File: src/rtl/mem_access_unit_pkg.sv
// mem_access_unit_pkg: shared op encodings, FSM states and op-decode helpers for the MEM stage
package mem_access_unit_pkg;
  localparam logic [7:0] EXE_NOP_OP   = 8'h00;
  localparam logic [7:0] EXE_ADD_OP   = 8'h01;
  localparam logic [7:0] EXE_LD_B_OP  = 8'h20;
  localparam logic [7:0] EXE_LD_H_OP  = 8'h21;
  localparam logic [7:0] EXE_LD_W_OP  = 8'h22;
  localparam logic [7:0] EXE_LD_BU_OP = 8'h24;
  localparam logic [7:0] EXE_LD_HU_OP = 8'h25;
  localparam logic [7:0] EXE_ST_B_OP  = 8'h28;
  localparam logic [7:0] EXE_ST_H_OP  = 8'h29;
  localparam logic [7:0] EXE_ST_W_OP  = 8'h2a;
  localparam logic [1:0] S_IDLE = 2'd0;
  localparam logic [1:0] S_REQ  = 2'd1;
  localparam logic [1:0] S_DONE = 2'd2;
  typedef enum logic [1:0] {SZ_NONE, SZ_B, SZ_H, SZ_W} mem_size_e;
  function automatic mem_size_e op_size(input logic [7:0] op);
    return (op == EXE_LD_B_OP || op == EXE_LD_BU_OP || op == EXE_ST_B_OP) ? SZ_B :
           (op == EXE_LD_H_OP || op == EXE_LD_HU_OP || op == EXE_ST_H_OP) ? SZ_H :
           (op == EXE_LD_W_OP || op == EXE_ST_W_OP) ? SZ_W : SZ_NONE;
  endfunction
  function automatic logic is_store(input logic [7:0] op);
    return op == EXE_ST_B_OP || op == EXE_ST_H_OP || op == EXE_ST_W_OP;
  endfunction
  function automatic logic is_unsigned(input logic [7:0] op);
    return op == EXE_LD_BU_OP || op == EXE_LD_HU_OP;
  endfunction
endpackage

File: src/rtl/mem_access_unit_align.sv
// mem_access_unit_align: byte enables, store-data replication and load extraction/extension
// Ports: op_i/addr_i select size and lane; st_data_i store operand; rdata_i memory read word;
//        be_o byte enables, wdata_o replicated store word, ldata_o extended load result.
module mem_access_unit_align
  import mem_access_unit_pkg::*;
(
  input  logic [7:0]  op_i,
  input  logic [1:0]  addr_i,
  input  logic [31:0] st_data_i,
  input  logic [31:0] rdata_i,
  output logic [3:0]  be_o,
  output logic [31:0] wdata_o,
  output logic [31:0] ldata_o
);
  mem_size_e   sz;
  logic        sx;
  logic [7:0]  b;
  logic [15:0] h;
  assign sz = op_size(op_i);
  assign sx = ~is_unsigned(op_i);
  assign b = rdata_i[{addr_i, 3'b000} +: 8];
  assign h = addr_i[1] ? rdata_i[31:16] : rdata_i[15:0];
  assign be_o = sz == SZ_W ? 4'hf : sz == SZ_H ? (addr_i[1] ? 4'hc : 4'h3) : 4'b0001 << addr_i;
  assign wdata_o = sz == SZ_W ? st_data_i : sz == SZ_H ? {2{st_data_i[15:0]}} : {4{st_data_i[7:0]}};
  assign ldata_o = sz == SZ_W ? rdata_i : sz == SZ_H ? {{16{sx & h[15]}}, h} : {{24{sx & b[7]}}, b};
endmodule

File: src/rtl/mem_access_unit.sv
// mem_access_unit: MEM pipeline stage performing byte/half/word loads and stores over a req/ack port
// Ports: clk/rst (async, active-low); EX bundle in (aluop_i, mem_addr_i, reg2_i, wd_i/wreg_i/wdata_i,
//        inst_valid_i/inst_pc_i/excepttype_i, flush_i); WB bundle out (wd_o/wreg_o/wdata_o,
//        inst_valid_o/inst_pc_o/excepttype_o); ale_o misalignment; stallreq_o holds IF..EX;
//        data_* memory port with data_ack_i/data_rdata_i completion.
module mem_access_unit
  import mem_access_unit_pkg::*;
(
  input  logic        clk,
  input  logic        rst,
  input  logic [7:0]  aluop_i,
  input  logic [31:0] mem_addr_i,
  input  logic [31:0] reg2_i,
  input  logic [4:0]  wd_i,
  input  logic        wreg_i,
  input  logic [31:0] wdata_i,
  input  logic        inst_valid_i,
  input  logic [31:0] inst_pc_i,
  input  logic [1:0]  excepttype_i,
  input  logic        flush_i,
  output logic [4:0]  wd_o,
  output logic        wreg_o,
  output logic [31:0] wdata_o,
  output logic        inst_valid_o,
  output logic [31:0] inst_pc_o,
  output logic [1:0]  excepttype_o,
  output logic        ale_o,
  output logic        stallreq_o,
  output logic        data_req_o,
  output logic        data_we_o,
  output logic [3:0]  data_be_o,
  output logic [31:0] data_addr_o,
  output logic [31:0] data_wdata_o,
  input  logic        data_ack_i,
  input  logic [31:0] data_rdata_i
);
  logic [1:0]  state_q, state_d;
  logic [7:0]  op_q;
  logic [31:0] addr_q, st_q, rdata_q;
  logic [4:0]  wd_q;
  logic        drop_q, drop_d;
  mem_size_e   sz;
  logic        is_mem, mis, go, in_req;
  logic [3:0]  be;
  logic [31:0] st_fmt, ld_fmt;
  assign sz = op_size(aluop_i);
  assign is_mem = inst_valid_i & (sz != SZ_NONE);
  assign mis = (sz == SZ_H & mem_addr_i[0]) | (sz == SZ_W & |mem_addr_i[1:0]);
  assign go = state_q == S_IDLE & is_mem & ~flush_i & ~|excepttype_i & ~mis;
  assign in_req = state_q == S_REQ;
  assign state_d = state_q == S_IDLE ? (go ? S_REQ : S_IDLE) :
                   in_req ? (data_ack_i ? S_DONE : S_REQ) : S_IDLE;
  // A flush seen while the request is in flight cannot cancel it; remember it for DONE.
  assign drop_d = go ? 1'b0 : drop_q | (in_req & flush_i);
  always_ff @(posedge clk or negedge rst) begin
    if (!rst) begin
      state_q <= S_IDLE;
      op_q    <= '0;
      addr_q  <= '0;
      st_q    <= '0;
      wd_q    <= '0;
      rdata_q <= '0;
      drop_q  <= 1'b0;
    end else begin
      state_q <= state_d;
      drop_q  <= drop_d;
      if (go) begin
        op_q   <= aluop_i;
        addr_q <= mem_addr_i;
        st_q   <= reg2_i;
        wd_q   <= wd_i;
      end
      if (in_req & data_ack_i) rdata_q <= data_rdata_i;
    end
  end
  mem_access_unit_align u_align (
    .op_i      (op_q),
    .addr_i    (addr_q[1:0]),
    .st_data_i (st_q),
    .rdata_i   (rdata_q),
    .be_o      (be),
    .wdata_o   (st_fmt),
    .ldata_o   (ld_fmt)
  );
  // Port is driven only from latched state, so it stays stable for the whole REQ phase.
  assign data_req_o   = in_req;
  assign data_we_o    = in_req & is_store(op_q);
  assign data_be_o    = in_req ? be : 4'h0;
  assign data_addr_o  = in_req ? {addr_q[31:2], 2'b00} : 32'h0;
  assign data_wdata_o = in_req ? st_fmt : 32'h0;
  always_comb begin
    wd_o         = wd_i;
    wreg_o       = wreg_i;
    wdata_o      = wdata_i;
    inst_valid_o = inst_valid_i;
    inst_pc_o    = inst_pc_i;
    excepttype_o = excepttype_i;
    ale_o        = 1'b0;
    stallreq_o   = 1'b0;
    if (state_q == S_IDLE) begin
      ale_o      = is_mem & ~flush_i & ~|excepttype_i & mis;
      stallreq_o = go;
      wreg_o     = wreg_i & ~flush_i & ~is_mem;
    end else if (in_req) begin
      stallreq_o = 1'b1;
      wreg_o     = 1'b0;
    end else begin
      wd_o         = wd_q;
      wreg_o       = ~is_store(op_q) & ~drop_q;
      wdata_o      = ld_fmt;
      inst_valid_o = inst_valid_i & ~drop_q;
    end
    if (!rst) begin
      wd_o         = '0;
      wreg_o       = 1'b0;
      wdata_o      = '0;
      inst_valid_o = 1'b0;
      inst_pc_o    = '0;
      excepttype_o = '0;
      ale_o        = 1'b0;
      stallreq_o   = 1'b0;
    end
  end
endmodule

File: config.mk
export PLATFORM = sky130hd
export DESIGN_NAME = mem_access_unit
export DESIGN_NICKNAME = d
export VERILOG_FILES = /design/src/rtl/mem_access_unit_pkg.sv /design/src/rtl/mem_access_unit_align.sv /design/src/rtl/mem_access_unit.sv
export SDC_FILE = /design/constraint.sdc
export NUM_CORES = 1
export LEC_CHECK = 0
export ABC_AREA = 0
export CAP_MARGIN = 20
export CELL_PAD_IN_SITES_DETAIL_PLACEMENT = 1
export CELL_PAD_IN_SITES_GLOBAL_PLACEMENT = 2
export CORE_ASPECT_RATIO = 0.6
export CORE_MARGIN = 2
export CORE_UTILIZATION = 25
export DETAILED_ROUTE_END_ITERATION = 8
export GPL_TIMING_DRIVEN = 1
export HOLD_SLACK_MARGIN = 0.1
export PLACE_DENSITY = 0.95
export SLEW_MARGIN = 20
export SYNTH_ARGS = -nofsm -noshare
export SYNTH_HDL_FRONTEND = slang
export SYNTH_SLANG_ARGS = --single-unit
File: constraint.sdc
create_clock -name clk -period 5.5 [get_ports clk]
set_clock_uncertainty 0.05 [all_clocks]
set_input_delay 0.825 -clock clk [delete_from_list [all_inputs] [get_ports clk]]
set_output_delay 0.825 -clock clk [all_outputs]
set_load 0.02 [all_outputs]
==> results of run 1 <==
==> routing by layer <==
metal | vias to the layer above | wire length, um | share of wire
li1 | 2724 | - | -
met1 | 2945 | 11200 | 0.46
met2 | 183 | 11100 | 0.45
met3 | 18 | 1900 | 0.078
met4 | 2 | 228 | 0.0093
met5 | - | 10 | 0.00041
==> through the flow <==
stage               total power [W]  worst slack, ns  hold WS [ns]
floorplan                   0.00105             2.28         0.395
detailed placement          0.00130             1.33         0.425
finish                      0.00194             1.09         0.282
global placement            0.00129             1.34         0.410
CTS                         0.00197             1.04         0.277
global route                0.00204            0.855         0.278
==> how the worst max path moves through the flow <==
stage | end | slack (ns) | cells past startpoint
after floorplan | ale_o | 2.28 | 3
after global placement | wdata_o[30] | 1.34 | 5
after detailed placement | wdata_o[21] | 1.33 | 7
after CTS | wdata_o[21] | 1.04 | 8
after global routing | wdata_o[21] | 0.86 | 8
final | wdata_o[21] | 1.09 | 8
==> logic make-up after synthesis <==
group	after synthesis
AND/OR/NAND/NOR	240
flip-flops	112
buffers and inverters	46
other	1
multiplexers	120
AO/OA/AOI/OAI	98
==> layout make-up <==
type / instances / area, um^2 / area share
inverters: 3 / 11.3 / 0.00112
clock inverters: 5 / 38.8 / 0.00385
well taps: 322 / 403 / 0.0400
repair buffers: 337 / 3340 / 0.331
flip-flops and latches: 112 / 2800 / 0.278
multi-input cells: 460 / 3240 / 0.321
clock buffers: 11 / 243 / 0.0241
==> worst reg2reg max path, delay by kind of cell (launching register included) <==
family / cells / cell delay (ns)
buffers and inverters: 2 / 1.22
flip-flops: 1 / 0.69
multiplexers: 1 / 0.42
AND/OR/NAND/NOR: 2 / 0.49
==> cell usage after synthesis, types with 4 or more instances <==
cell type | n | area share
o31ai_1 | 7 | 0.0084
o21ai_0 | 42 | 0.033
buf_6 | 8 | 0.014
nor2b_1 | 11 | 0.011
nor3_1 | 9 | 0.0072
o22ai_1 | 9 | 0.0090
and2_1 | 73 | 0.073
buf_2 | 4 | 0.0032
mux2_4 | 10 | 0.024
mux2i_1 | 6 | 0.0096
mux2_2 | 94 | 0.17
nor2_1 | 53 | 0.032
nand2_1 | 75 | 0.045
a21oi_1 | 32 | 0.026
mux4_2 | 8 | 0.029
dfrtp_1 | 112 | 0.45
clkbuf_1 | 27 | 0.016
==> where the power goes <==
group | switching, W | internal, W | total, W
sequential | 0.0000404 | 0.000868 | 0.000908
combinational | 0.000141 | 0.000228 | 0.000369
clock | 0.000337 | 0.000324 | 0.000661
total | 0.000519 | 0.00142 | 0.00194
==> registers in the layout (all words and copies together) (netlist names) <==
name and cells:
rdata_q 32, state_q 2, drop_q 1, op_q 8, wd_q 5, addr_q 32, st_q 32
==> results.tsv, run 1 <==
stage	metric	value	unit
global_route	busiest_layer	met2	
finish	layout_commonest_cell	clkdlybuf4s50_1	
logic_synthesis	yosys_warnings	0	
global_route	met2_usage	0.295	
detailed_routing	wl_per_cell	19.6	um
logic_synthesis	synth_fa_ha_area_frac	0	
finish	fin_cells	1250	
logic_synthesis	synth_ff_type	dfrtp_1	
finish	antennaDiodeCount	0	
clock_network	clkTransAtPathRegs	0.08	ns
worst_setup_path	critical_path_arrival	3.54	ns
global_route	grt_util_met1	0.251	
outcome	status	finished clean	
global_route	groute.usage.overall	0.187	
logic_synthesis	ys_seq_area_frac	0.447	
clock_network	post_cts_resized	0	
worst_setup_path	r2r-end	rdata_q[18]	
worst_setup_path	cp-start-kind	register	
sta	fmax	227	MHz
worst_setup_path	path_cells	nor4b_2 > nand4b_1 > buf_4 > nand2_2 > o211ai_1 > buf_4 > o21ai_0 > clkdlybuf4s50_1	
clock_network	clockRootBuffer	clkbuf_16	
sta	slew_viol_final	0	
place	dp_hpwl	18500	um
power_and_ir_drop	ir_worst_vdd	127	uV
detailed_routing	drtPass1Iterations	4	
clock_network	cts.sinks	112	
clock_network	htreeDepth	3	
worst_setup_path	cp_top_family	buffers and inverters	
finish	fin_area	0.0101	mm^2
clock_network	cts-buffers-inserted	9	
worst_setup_path	worstReg2RegStart	state_q[1]	
clock_network	cts_tree	done	
finish	areaGrowthSynthToFinish	60.5	%
sta	fin_setup_tns	0	ns
global_route	grt_first_pass_wirelength	37900	um
global_route	antenna_found_initial	1	
clock_network	hold_buffers	0	
worst_setup_path	critPathMaxStageDelay	0.66	ns
logic_synthesis	synth_cell_types	43	
sta	hold_violations	0	
die	io_pins	326	
global_route	grt-ovfl-total	0	
worst_setup_path	crit_path_frequent_cell	buf_4	
detailed_routing	num_vias	5872	
place	portBuffers	323	
die	dieArea	0.0264	mm^2
logic_synthesis	syn_area	0.00628	mm^2
place	postPlaceCellArea	0.00979	mm^2
power_and_ir_drop	power_leakage	4.27	nW
global_route	grtUsageMet3	0.0639	
place	dpl.cell_count	1234	
clock_network	clockBufferDepth	2	
finish	nets	1104	
logic_synthesis	synth_cells	617	
logic_synthesis	synth_top_family_by_area	multiplexers	
die	fp.dieW	209	um
logic_synthesis	synth_compound_area_frac	0.0867	
clock_network	clk_latency	0.38	ns
worst_setup_path	cpMaxStageDelayCell	clkdlybuf4s50_1	
sta	rsz0062_at_grt	false	
finish	final_cell_mix	322 x clkdlybuf4s50_1, 112 x dfrtp_1, 94 x mux2_2	
global_route	grt_max_degree	60	
finish	fill_cells	2751	
sta	period_needed	4.41	ns
min_path	min_path_type	in2async	
logic_synthesis	ys_ff_latch	112	
run	drv_cap	0	
die	rows	44	
worst_setup_path	setup.worst_path.start	op_q[4]	
logic_synthesis	async_reset_ff_frac	1.00	
die	core_area	0.0244	mm^2
logic_synthesis	muxShareOfSynthArea	0.234	
worst_setup_path	worst-setup-path-type	reg2out	
worst_setup_path	endpoint_kind	output port	
finish	fin_util	0.412	
die	initial_core_util	0.257	
sta	worstMarginPinSlew	0.985	ns
global_route	grt_pass1_vias	6299	
worst_setup_path	required	4.62	ns
sta	period_share	0.802	
place	place.gp.congestion	0.885	
detailed_routing	first_iter_violations	265	
sta	finalSetupViolations	0	
worst_setup_path	path_buf_inv	3	
worst_setup_path	regToRegSetupSlack	2.51	ns
worst_setup_path	reg2regPathDepth	5	
power_and_ir_drop	p_per_area	192	mW/mm^2
logic_synthesis	syn_avg_cell_area	10.2	um^2
detailed_routing	routed_wl	24500	um
sta	timing.slew.headroom	0.340	
worst_setup_path	crit_fanout	26	
finish	drive_gt1_frac	0.165	
detailed_routing	postRouteAntennaNets	0	
die	fp.dieH	127	um
clock_network	cts_setup_buffers	0	
detailed_routing	drc_errors	0	
logic_synthesis	synth-edff-count	0	
detailed_routing	drt-vias-per-instance	4.70	
logic_synthesis	synth_xor_area_frac	0	
logic_synthesis	synthSimpleGateAreaFrac	0.192	
Note: power is estimated with default switching activity, not from simulation.
==> inputs of run 2 (changes only) <==
- CORE_UTILIZATION: 25 -> 23
- PLACE_DENSITY: 0.95 -> 0.93
- clock period: 5.5 -> 4.2 ns (I/O delays scaled with it)
==> results.tsv, run 2 (synthesis results as in run 1) <==
stage	metric	value	unit	change
finish	layout_commonest_cell	clkdlybuf4s50_1		
finish	nets	1109		+0.45%
worst_setup_path	endpoint_kind	output port		
die	fp.dieW	217	um	+4.2%
place	postPlaceCellArea	0.00988	mm^2	+0.89%
run	drv_cap	0		unchanged
detailed_routing	drtPass1Iterations	4		unchanged
clock_network	cts_tree	done		
finish	top_regs	addr_q: 32 flops, rdata_q: 32 flops, st_q: 32 flops		
worst_setup_path	reg2regPathDepth	6		+1
global_route	groute.usage.overall	0.182		-0.00558
detailed_routing	drt-vias-per-instance	4.50		-4.2%
die	dieArea	0.0287	mm^2	+8.5%
finish	final_cell_mix	321 x clkdlybuf4s50_1, 112 x dfrtp_1, 94 x mux2_2		
global_route	antenna_found_initial	1		unchanged
die	initial_core_util	0.236		-0.0207
clock_network	clk_latency	0.37	ns	about the same
worst_setup_path	path_cells	clkdlybuf4s50_1 > nor2_1 > or4b_2 > nand2_1 > nor4b_1 > buf_4 > clkdlybuf4s50_1		
die	io_pins	326		unchanged
sta	hold_violations	0		unchanged
detailed_routing	first_iter_violations	260		-1.9%
clock_network	clkTransAtPathRegs	0.07	ns	about the same
clock_network	cts_setup_buffers	0		unchanged
place	place.gp.congestion	0.888		+0.32%
power_and_ir_drop	power_leakage	4.33	nW	+1.3%
sta	period_needed	3.95	ns	
die	core_area	0.0266	mm^2	+8.8%
worst_setup_path	r2r-end	st_q[26]		
finish	fill_cells	3001		+9.1%
worst_setup_path	crit_fanout	3		-88%
detailed_routing	postRouteAntennaNets	0		unchanged
sta	fin_setup_tns	0	ns	unchanged
global_route	grt_max_degree	80		+33%
finish	drive_gt1_frac	0.168		+0.00358
detailed_routing	num_vias	5820		-0.89%
global_route	grt_first_pass_wirelength	39100	um	+3.3%
worst_setup_path	cpMaxStageDelayCell	or4b_2		
power_and_ir_drop	ir_worst_vdd	220	uV	+74%
finish	fin_area	0.0102	mm^2	+1.4%
detailed_routing	routed_wl	25900	um	+5.6%
clock_network	cts-buffers-inserted	9		unchanged
sta	period_share	0.940		
worst_setup_path	critPathMaxStageDelay	0.60	ns	-0.06 ns
global_route	grt-ovfl-total	0		unchanged
clock_network	htreeDepth	3		unchanged
sta	finalSetupViolations	0		unchanged
worst_setup_path	cp_top_family	buffers and inverters		
worst_setup_path	worstReg2RegStart	state_q[1]		
worst_setup_path	cp-start-kind	input port		
clock_network	clockRootBuffer	clkbuf_16		
worst_setup_path	regToRegSetupSlack	1.99	ns	-0.52 ns
outcome	status	finished clean		
sta	worstMarginPinSlew	0.820	ns	-0.165 ns
min_path	worstHoldStart	op_q[5]		
clock_network	clockBufferDepth	2		unchanged
clock_network	hold_buffers	1		+1
global_route	grt_pass1_vias	6244		-0.87%
worst_setup_path	critical_path_arrival	3.27	ns	-0.27 ns
sta	fmax	253	MHz	
sta	timing.slew.headroom	0.453		+0.114
sta	timing.hold.ws	0.435	ns	+0.153 ns
worst_setup_path	required	3.52	ns	-1.10 ns
min_path	min_path_type	reg2reg		
min_path	whs_endpoint	op_q[5]		
clock_network	cts.sinks	112		unchanged
worst_setup_path	worst-setup-path-type	in2out		
detailed_routing	wl_per_cell	20.0	um	+2.1%
finish	areaGrowthSynthToFinish	62.8	%	
place	portBuffers	323		unchanged
detailed_routing	drc_errors	0		unchanged
die	rows	46		+4.5%
sta	slew_viol_final	0		unchanged
worst_setup_path	path_buf_inv	3		unchanged
power_and_ir_drop	power	0.00264	W	+36%
finish	fin_util	0.384		-0.0280
worst_setup_path	crit_path_frequent_cell	clkdlybuf4s50_1		
clock_network	post_cts_resized	0		unchanged
sta	rsz0062_at_grt	false		
place	dp_hpwl	19900	um	+7.1%
worst_setup_path	cp.depth	7		-1
die	fp.dieH	132	um	+4.1%
power_and_ir_drop	p_per_area	259	mW/mm^2	+35%
min_path	hold_depth	1		
[run 2: worst max-delay path by stage]
stage | from | end | slack [ns]
6_report | mem_addr_i[0] | ale_o | 0.25
3_5_place_dp | mem_addr_i[0] | ale_o | 0.25
2_1_floorplan | aluop_i[2] | ale_o | 1.37
5_1_grt | rst | wdata_o[6] | 0.09
4_1_cts | rst | wdata_o[15] | 0.21
3_3_place_gp | mem_addr_i[0] | ale_o | 0.24
[run 2: metrics by stage]
stage               std cells  worst slack [ns]
global placement         1276             0.238
detailed placement       1276             0.251
CTS                      1292             0.206
finish                   1293             0.252
global route             1292            0.0937
floorplan                 618              1.37
[run 2: power by group]
group | switching [W] | leakage [nW] | internal (W)
combinational | 0.000190 | 2.65 | 0.000299
clock | 0.000414 | 0.159 | 0.000552
sequential | 0.0000526 | 1.53 | 0.00114
[run 2: routing by layer]
layer	GRT usage	vias to the layer above	part of all wire
met5	0	-	0.00039
met4	0.0350	2	0.0072
met3	0.0579	17	0.066
met2	0.288	169	0.45
met1	0.244	2895	0.47
li1	-	2737	-
[run 2: cell type report]
class	instances	area [um^2]	share of cell area
clock buffer	12	256	0.0251
clock inverter	3	65.1	0.00637
antenna	1	2.50	0.000245
tap	360	450	0.0441
timing repair buffer	342	3390	0.332
inverter	3	11.3	0.00110
sequential	112	2800	0.274
multi-input combinational	460	3240	0.317
